**src/rtl/sdc_pkg.sv**
```systemverilog
// Shared SD card data-path definitions: command indices, error codes, tf_mode bits, sequencer states.
// Package only; it holds no logic and adds no latency.
package sdc_pkg;

    localparam logic [5:0] CMD12 = 6'd12;
    localparam logic [5:0] CMD17 = 6'd17;
    localparam logic [5:0] CMD18 = 6'd18;

    localparam int TF_BLKCNT_EN = 1;
    localparam int TF_READ      = 4;
    localparam int TF_MULTI     = 5;

    typedef enum logic [2:0] {
        ERR_NONE  = 3'd0,
        ERR_CMD   = 3'd1,
        ERR_TMO   = 3'd2,
        ERR_CRC   = 3'd3,
        ERR_ARG   = 3'd4,
        ERR_ABORT = 3'd5
    } err_e;

    typedef enum logic [2:0] {
        S_IDLE, S_ISSUE, S_WAIT_RSP, S_WAIT_BLK, S_CHECK, S_STOP, S_STOP_RSP, S_DONE
    } state_e;

    function automatic logic [15:0] mk_cmd(input logic [5:0] idx, input logic [7:0] flgs);
        return {2'b00, idx, flgs};
    endfunction

    function automatic logic [15:0] mk_tf(input logic multi);
        logic [15:0] tf;
        tf               = '0;
        tf[TF_BLKCNT_EN] = 1'b1;
        tf[TF_READ]      = 1'b1;
        tf[TF_MULTI]     = multi;
        return tf;
    endfunction

endpackage

```
**src/rtl/sdc_crc16_ser.sv**
```systemverilog
// Serial CRC16-CCITT (x^16+x^12+x^5+1), init 0, MSB first; one bit per clock when en is high.
// Result is valid the cycle after the last enabled bit; clr takes priority over en.
module sdc_crc16_ser (
    input  logic        sdc_clk,
    input  logic        reset,
    input  logic        clr,
    input  logic        en,
    input  logic        din,
    output logic [15:0] crc
);

    logic fb;

    assign fb = din ^ crc[15];

    always_ff @(posedge sdc_clk) begin
        if (reset || clr) begin
            crc <= 16'h0000;
        end else if (en) begin
            crc <= {crc[14:0], 1'b0} ^ (fb ? 16'h1021 : 16'h0000);
        end
    end

endmodule

```
**src/rtl/sdc_rd_xfer_seq.sv**
```systemverilog
// SD read sequencer: issues CMD17/CMD18, times out and CRC-checks each block, stops multi-block reads with CMD12.
// cmd_req is held until cmd_ack; block results appear one cycle after rx_crc_strb.
import sdc_pkg::*;

module sdc_rd_xfer_seq #(
    parameter logic [23:0] TMO_CLKS  = 24'd2_500_000,
    parameter logic [7:0]  RESP_FLGS = 8'h1A,
    parameter logic [12:0] BLK_BITS  = 13'd4096
) (
    input  logic        sdc_clk,
    input  logic        reset,
    input  logic        start,
    input  logic [15:0] blk_cnt,
    input  logic        d0_in,
    input  logic        abort,
    output logic        cmd_req,
    output logic [15:0] cmd_word,
    input  logic        cmd_ack,
    input  logic        cmd_done,
    input  logic        cmd_err,
    output logic [15:0] tf_mode,
    input  logic        rx_tfc,
    input  logic        rx_crc_strb,
    input  logic [15:0] rx_crc,
    output logic        blk_done,
    output logic [15:0] blks_left,
    output logic        busy,
    output logic        done_strb,
    output logic [2:0]  err_code
);

    state_e      state, state_nxt, err_exit;
    err_e        err_q, err_val;
    logic        err_set, blk_ok, sbit_take, tmo_hit;
    logic        multi_q, d0_prev, rcv, seen;
    logic [23:0] tmo_q;
    logic [12:0] bit_cnt;
    logic [15:0] crc_loc, cmd_word_q, tf_mode_q, blks_left_q;

    assign err_exit  = multi_q ? S_STOP : S_DONE;
    assign sbit_take = (state == S_WAIT_BLK) && !abort && !seen && d0_prev && !d0_in;
    assign tmo_hit   = (state == S_WAIT_BLK) && !seen && (tmo_q <= 24'd1);

    always_ff @(posedge sdc_clk) begin
        if (reset) state <= S_IDLE;
        else       state <= state_nxt;
    end

    always_comb begin
        state_nxt = state;
        err_set   = 1'b0;
        err_val   = ERR_NONE;
        blk_ok    = 1'b0;
        cmd_req   = 1'b0;
        case (state)
            S_IDLE: if (start) begin
                err_set = 1'b1;
                if (blk_cnt == 16'd0) begin
                    err_val   = ERR_ARG;
                    state_nxt = S_DONE;
                end else begin
                    state_nxt = S_ISSUE;
                end
            end
            S_ISSUE: begin
                cmd_req = 1'b1;
                if (cmd_ack) state_nxt = S_WAIT_RSP;
            end
            S_WAIT_RSP: if (abort) begin
                err_set = 1'b1; err_val = ERR_ABORT; state_nxt = err_exit;
            end else if (cmd_done) begin
                if (cmd_err) begin
                    err_set = 1'b1; err_val = ERR_CMD; state_nxt = S_DONE;
                end else begin
                    state_nxt = S_WAIT_BLK;
                end
            end
            S_WAIT_BLK: if (abort) begin
                err_set = 1'b1; err_val = ERR_ABORT; state_nxt = err_exit;
            end else if (!sbit_take && tmo_hit) begin
                err_set = 1'b1; err_val = ERR_TMO; state_nxt = err_exit;
            end else if (seen && rx_crc_strb) begin
                // A strobe before any start bit would compare a stale CRC, so it is ignored.
                state_nxt = S_CHECK;
            end
            S_CHECK: if (abort) begin
                err_set = 1'b1; err_val = ERR_ABORT; state_nxt = err_exit;
            end else if (rx_crc == crc_loc) begin
                blk_ok    = 1'b1;
                state_nxt = (blks_left_q <= 16'd1) ? err_exit : S_WAIT_BLK;
            end else begin
                err_set = 1'b1; err_val = ERR_CRC; state_nxt = err_exit;
            end
            S_STOP: begin
                cmd_req = 1'b1;
                if (cmd_ack) state_nxt = S_STOP_RSP;
            end
            S_STOP_RSP: if (cmd_done) begin
                if (cmd_err && err_q == ERR_NONE) begin
                    err_set = 1'b1; err_val = ERR_CMD;
                end
                state_nxt = S_DONE;
            end
            S_DONE:  state_nxt = S_IDLE;
            default: state_nxt = S_IDLE;
        endcase
    end

    always_ff @(posedge sdc_clk) begin
        if (reset) begin
            err_q       <= ERR_NONE;
            multi_q     <= 1'b0;
            d0_prev     <= 1'b1;
            rcv         <= 1'b0;
            seen        <= 1'b0;
            tmo_q       <= 24'd0;
            bit_cnt     <= 13'd0;
            cmd_word_q  <= 16'h0000;
            tf_mode_q   <= 16'h0000;
            blks_left_q <= 16'h0000;
        end else begin
            d0_prev <= d0_in;
            if (err_set) err_q <= err_val;

            if (state == S_IDLE && start) begin
                blks_left_q <= blk_cnt;
                if (blk_cnt != 16'd0) begin
                    multi_q    <= (blk_cnt != 16'd1);
                    cmd_word_q <= mk_cmd((blk_cnt == 16'd1) ? CMD17 : CMD18, RESP_FLGS);
                    tf_mode_q  <= mk_tf(blk_cnt != 16'd1);
                end
            end else if (blk_ok && blks_left_q != 16'd0) begin
                blks_left_q <= blks_left_q - 16'd1;
            end

            if (state_nxt == S_STOP && state != S_STOP) begin
                cmd_word_q <= mk_cmd(CMD12, RESP_FLGS);
                tf_mode_q  <= 16'h0000;
            end else if (state_nxt == S_DONE) begin
                tf_mode_q  <= 16'h0000;
            end

            // The timeout window restarts at each command ack and after every accepted block.
            if ((state == S_ISSUE && cmd_ack) || (state == S_CHECK && state_nxt == S_WAIT_BLK)) begin
                tmo_q <= TMO_CLKS;
            end else if (state == S_WAIT_BLK && !seen && tmo_q != 24'd0) begin
                tmo_q <= tmo_q - 24'd1;
            end

            seen <= (state_nxt == S_WAIT_BLK) && (seen || sbit_take);

            if (sbit_take) begin
                rcv     <= 1'b1;
                bit_cnt <= 13'd0;
            end else if (state_nxt != S_WAIT_BLK || rx_tfc) begin
                rcv <= 1'b0;
            end else if (rcv) begin
                bit_cnt <= bit_cnt + 13'd1;
                if (bit_cnt == BLK_BITS - 13'd1) rcv <= 1'b0;
            end
        end
    end

    sdc_crc16_ser u_crc (
        .sdc_clk (sdc_clk),
        .reset   (reset),
        .clr     (sbit_take),
        .en      (rcv),
        .din     (d0_in),
        .crc     (crc_loc)
    );

    assign cmd_word  = cmd_word_q;
    assign tf_mode   = tf_mode_q;
    assign blks_left = blks_left_q;
    assign blk_done  = blk_ok;
    assign busy      = (state != S_IDLE);
    assign done_strb = (state == S_DONE);
    assign err_code  = err_q;

endmodule
```
**config.mk**
```make
export PLATFORM = sky130hd
export DESIGN_NAME = sdc_rd_xfer_seq
export DESIGN_NICKNAME = d
export VERILOG_FILES = /design/src/rtl/sdc_pkg.sv /design/src/rtl/sdc_crc16_ser.sv /design/src/rtl/sdc_rd_xfer_seq.sv
export SDC_FILE = /design/constraint.sdc
export NUM_CORES = 1
export LEC_CHECK = 0
export BUFFER_PORTS_ARGS = -buffer_cell sky130_fd_sc_hd__buf_4
export CORE_MARGIN = 3
export CORE_UTILIZATION = 55
export DETAILED_ROUTE_END_ITERATION = 16
export PLACE_DENSITY = 0.86
export SLEW_MARGIN = 10
export SYNTH_ARGS = -nofsm -noshare
export SYNTH_HDL_FRONTEND = slang
export SYNTH_SLANG_ARGS = --single-unit
```
**constraint.sdc**
```tcl
create_clock -name sdc_clk -period 7.14 [get_ports sdc_clk]
set_clock_uncertainty 0.2 [all_clocks]
set_input_delay 0 -clock sdc_clk [delete_from_list [all_inputs] [get_ports sdc_clk]]
set_output_delay 0 -clock sdc_clk [all_outputs]
set_load 0.05 [all_outputs]
```
==> flow_metrics.env <==
export IMPL_initial_core_util=0.571
export IMPL_gp_congestion=0.909
export IMPL_cts_repair_resize_count=0
export IMPL_die_area_mm2=0.00972
export IMPL_layout_nets=704
export IMPL_p_sw_frac=0.383
export IMPL_final_core_util=0.698
export IMPL_clkTransAtPathRegs_ns=0.10
export IMPL_crit_buf_inv=2
export IMPL_min_period_ns=3.52
export IMPL_grt_use_total=0.254
export IMPL_final_hold_viol_count=0
export IMPL_drc=0
export IMPL_clock_root_buffer="clkbuf_8"
export IMPL_status="completed"
export IMPL_globalRouteOverflowTotal=0
export IMPL_synth_common_cells="dfxtp_1 (86), nor2_1 (74), a21oi_1 (39), nand2_1 (39), buf_4 (25)"
export IMPL_via_count=4590
export IMPL_p_int_uw=822
export IMPL_synth_flop_cell="dfxtp_1"
export IMPL_yosysMostFrequentCell="dfxtp_1"
export IMPL_yosysSeqAreaShare=0.365
export IMPL_rows=33
export IMPL_wl_per_cell_um=16.3
export IMPL_multiInputGateArea_mm2=0.00274
export IMPL_synth_edf_count=0
export IMPL_place_area_mm2=0.00519
export IMPL_cts_tree="built"
export IMPL_dr_pass1_iters=5
export IMPL_crit_chain="inv_1 > ha_1 > or3b_2 > nor3_2 > nand2_1 > nand3_1 > or2_2 > o311ai_0 > a21oi_1 > dlygate4sd3_1"
export IMPL_synthTopCellsByArea="dfxtp_1 (37%), nor2_1 (5.9%), xor2_1 (4.3%)"
export IMPL_synth_top_cell_area_share=0.365
export IMPL_numCtsBuffers=9
export IMPL_routed_via_density=5.99
export IMPL_cap_violations=0
export IMPL_drtAntennaViolNets=0
export IMPL_diodes=0
export IMPL_cts_sinks=86
export IMPL_fmax_mhz=284
export IMPL_final_max_slew_viol_count=0
export IMPL_synth_area_leader_cell="dfxtp_1"
export IMPL_combPwrFrac=0.319
export IMPL_yosysUniqueCellTypes=67
export IMPL_clkPwrFrac=0.266
export IMPL_seqPwrFrac=0.415
export IMPL_die_h_um=98.6
export IMPL_ir_drop_v=0.000146
export IMPL_htreeDepth=3
export IMPL_p_sw_uw=511
export IMPL_antenna_found_initial=0
export IMPL_syn_to_final_growth_pct=22.3
export IMPL_clkLatencyLatePin_ns=0.38
export IMPL_hp_class="in -> reg"
export IMPL_seq_area_mm2=0.00172
export IMPL_grt_max_degree=43
export IMPL_coreArea_mm2=0.00826
export IMPL_grt_pass1_wl_um=20600
export IMPL_yosysWarnings=0
export IMPL_p_leak_uw=0.00235
export IMPL_synth_area_per_cell_um2=8.40
export IMPL_relSlewSlack=0.372
export IMPL_fin_area_mm2=0.00576
export IMPL_p_per_area_mw_per_mm2=231
export IMPL_io_pins=97
export IMPL_grt_pass1_vias=4312
export IMPL_tightest_slew_ns=0.928
export IMPL_drt_initial_drc_count=401
export IMPL_crit_required_ns=7.25
export IMPL_ys_ff_latch=86
export IMPL_clockBufferDepth=2
export IMPL_hpwl_um=8490
export IMPL_wirelength_um=12500
export IMPL_die_x_um=98.6
export IMPL_syn_cell_area_mm2=0.00471
export IMPL_crit_family="simple AND/OR/NAND/NOR gates"
export IMPL_crit_type="reg -> reg"
export IMPL_period_share=0.493
export IMPL_io_buffers=75
export IMPL_critPathLaunchType="register"
export IMPL_synth_async_sr_flop_share=0
export IMPL_rsz0062_at_grt="no"
export IMPL_drive_above_1_share=0.171
export IMPL_tns_ns=0
export IMPL_cpMaxStageDelayCell="dlygate4sd3_1"
export IMPL_worstPathMaxFanout=13
export IMPL_setup_violations_final=0
export IMPL_syn_inst=561
export IMPL_worstSetupEndpointType="register"
export IMPL_fill_cells=618
export IMPL_worstPathArrival_ns=3.63
export IMPL_slowest_delay_ns=0.59
[flip-flops by register name (all words and copies together), names as in the netlist]
signal and flops:
tmo_q 24, blks_left 16, u_crc.crc 16, bit_cnt 13, cmd_word 5, err_code 3, state 3, tf_mode 2
d0_prev 1, multi_q 1, rcv 1, seen 1
[cell usage in the layout (no fill, tap or decap), types with 18 or more instances in the layout]
cell type	synthesis	routed
dfxtp_1	86	86
buf_4	25	76
nor2_1	74	74
nand2_1	39	39
a21oi_1	39	39
dlygate4sd3_1	0	37
xor2_1	23	23
conb_1	1	21
nor3_1	19	19
mux2i_1	19	19
nand3_1	18	18
xnor2_1	18	18
[final cells by class]
class | instances | share of cell area
Sequential cell | 86 | 0.299
Clock inverter | 6 | 0.0124
Timing Repair Buffer | 113 | 0.163
Clock buffer | 10 | 0.0221
Tap cell | 105 | 0.0228
Multi-Input combinational cell | 439 | 0.476
Inverter | 7 | 0.00456
[power by group through the flow]
stage                     Sequential, uW  Clock (uW)  Combinational (uW)
after floorplan                      608           0                 258
final                                553         355                 425
after global routing                 557         375                 455
after CTS                            551         353                 418
after detailed placement             562           0                 394
after global placement               560           0                 386
[metal layers]
| layer | GRT usage | wire length (um) | up-vias | part of all wire |
|---|---|---|---|---|
| met3 | 0.0495 | 893 | 40 | 0.071 |
| met5 | 0 | 0 | - | 0 |
| met1 | 0.311 | 4990 | 2151 | 0.40 |
| li1 | - | - | 2179 | - |
| met2 | 0.447 | 6270 | 220 | 0.50 |
| met4 | 0.0861 | 352 | 0 | 0.028 |
[kinds of logic after synthesis]
family | Yosys count | share of synthesized area
adders and majority gates | 6 | 0.0159
AOI/OAI and AO/OA | 108 | 0.155
and+or+nand+nor | 244 | 0.278
other | 1 | 0.000796
muxes | 19 | 0.0403
xor gates and xnor gates | 41 | 0.0762
buffers and inverters | 56 | 0.0685
DFF | 86 | 0.365
[what timing repair did]
| action | in CTS | in global routing |
|---|---|---|
| hold endpoints to repair | 38 | 0 |
| setup buffers | 0 | 0 |
| hold buffers | 37 | 0 |
[per-stage QoR]
step	setup WS, ns	power, uW	std cells	hold slack (ns)
floorplan	4.35	866	581	-0.0934
global placement	4.02	946	713	0.0301
detailed placement	3.86	956	713	0.0446
CTS	3.78	1320	766	0.0254
global route	3.42	1390	766	0.0375
finish	3.62	1330	766	0.0273
[worst register-to-register path, cell delays in order, from the launching register on]
cell	delay (ns)
dfxtp_1	0.38
inv_1	0.08
ha_1	0.21
or3b_2	0.52
nor3_2	0.31
nand2_1	0.17
nand3_1	0.38
or2_2	0.25
o311ai_0	0.12
a21oi_1	0.24
dlygate4sd3_1	0.59
[path summary, 6_finish.rpt]
check | endpoint | depth (start not counted) | slack, ns | start
max | blks_left[6]$_SDFFE_PP0P_ | 10 | 3.62 | blks_left[0]$_SDFFE_PP0P_
min | tmo_q[18]$_SDFFE_PP0P_ | 4 | 0.03 | cmd_ack
max reg2reg | blks_left[6]$_SDFFE_PP0P_ | 10 | 3.62 | blks_left[0]$_SDFFE_PP0P_
min reg2reg | tf_mode[5]$_SDFFE_PP0P_ | 2 | 0.28 | tf_mode[5]$_SDFFE_PP0P_
(Power assumes the default switching activity.)
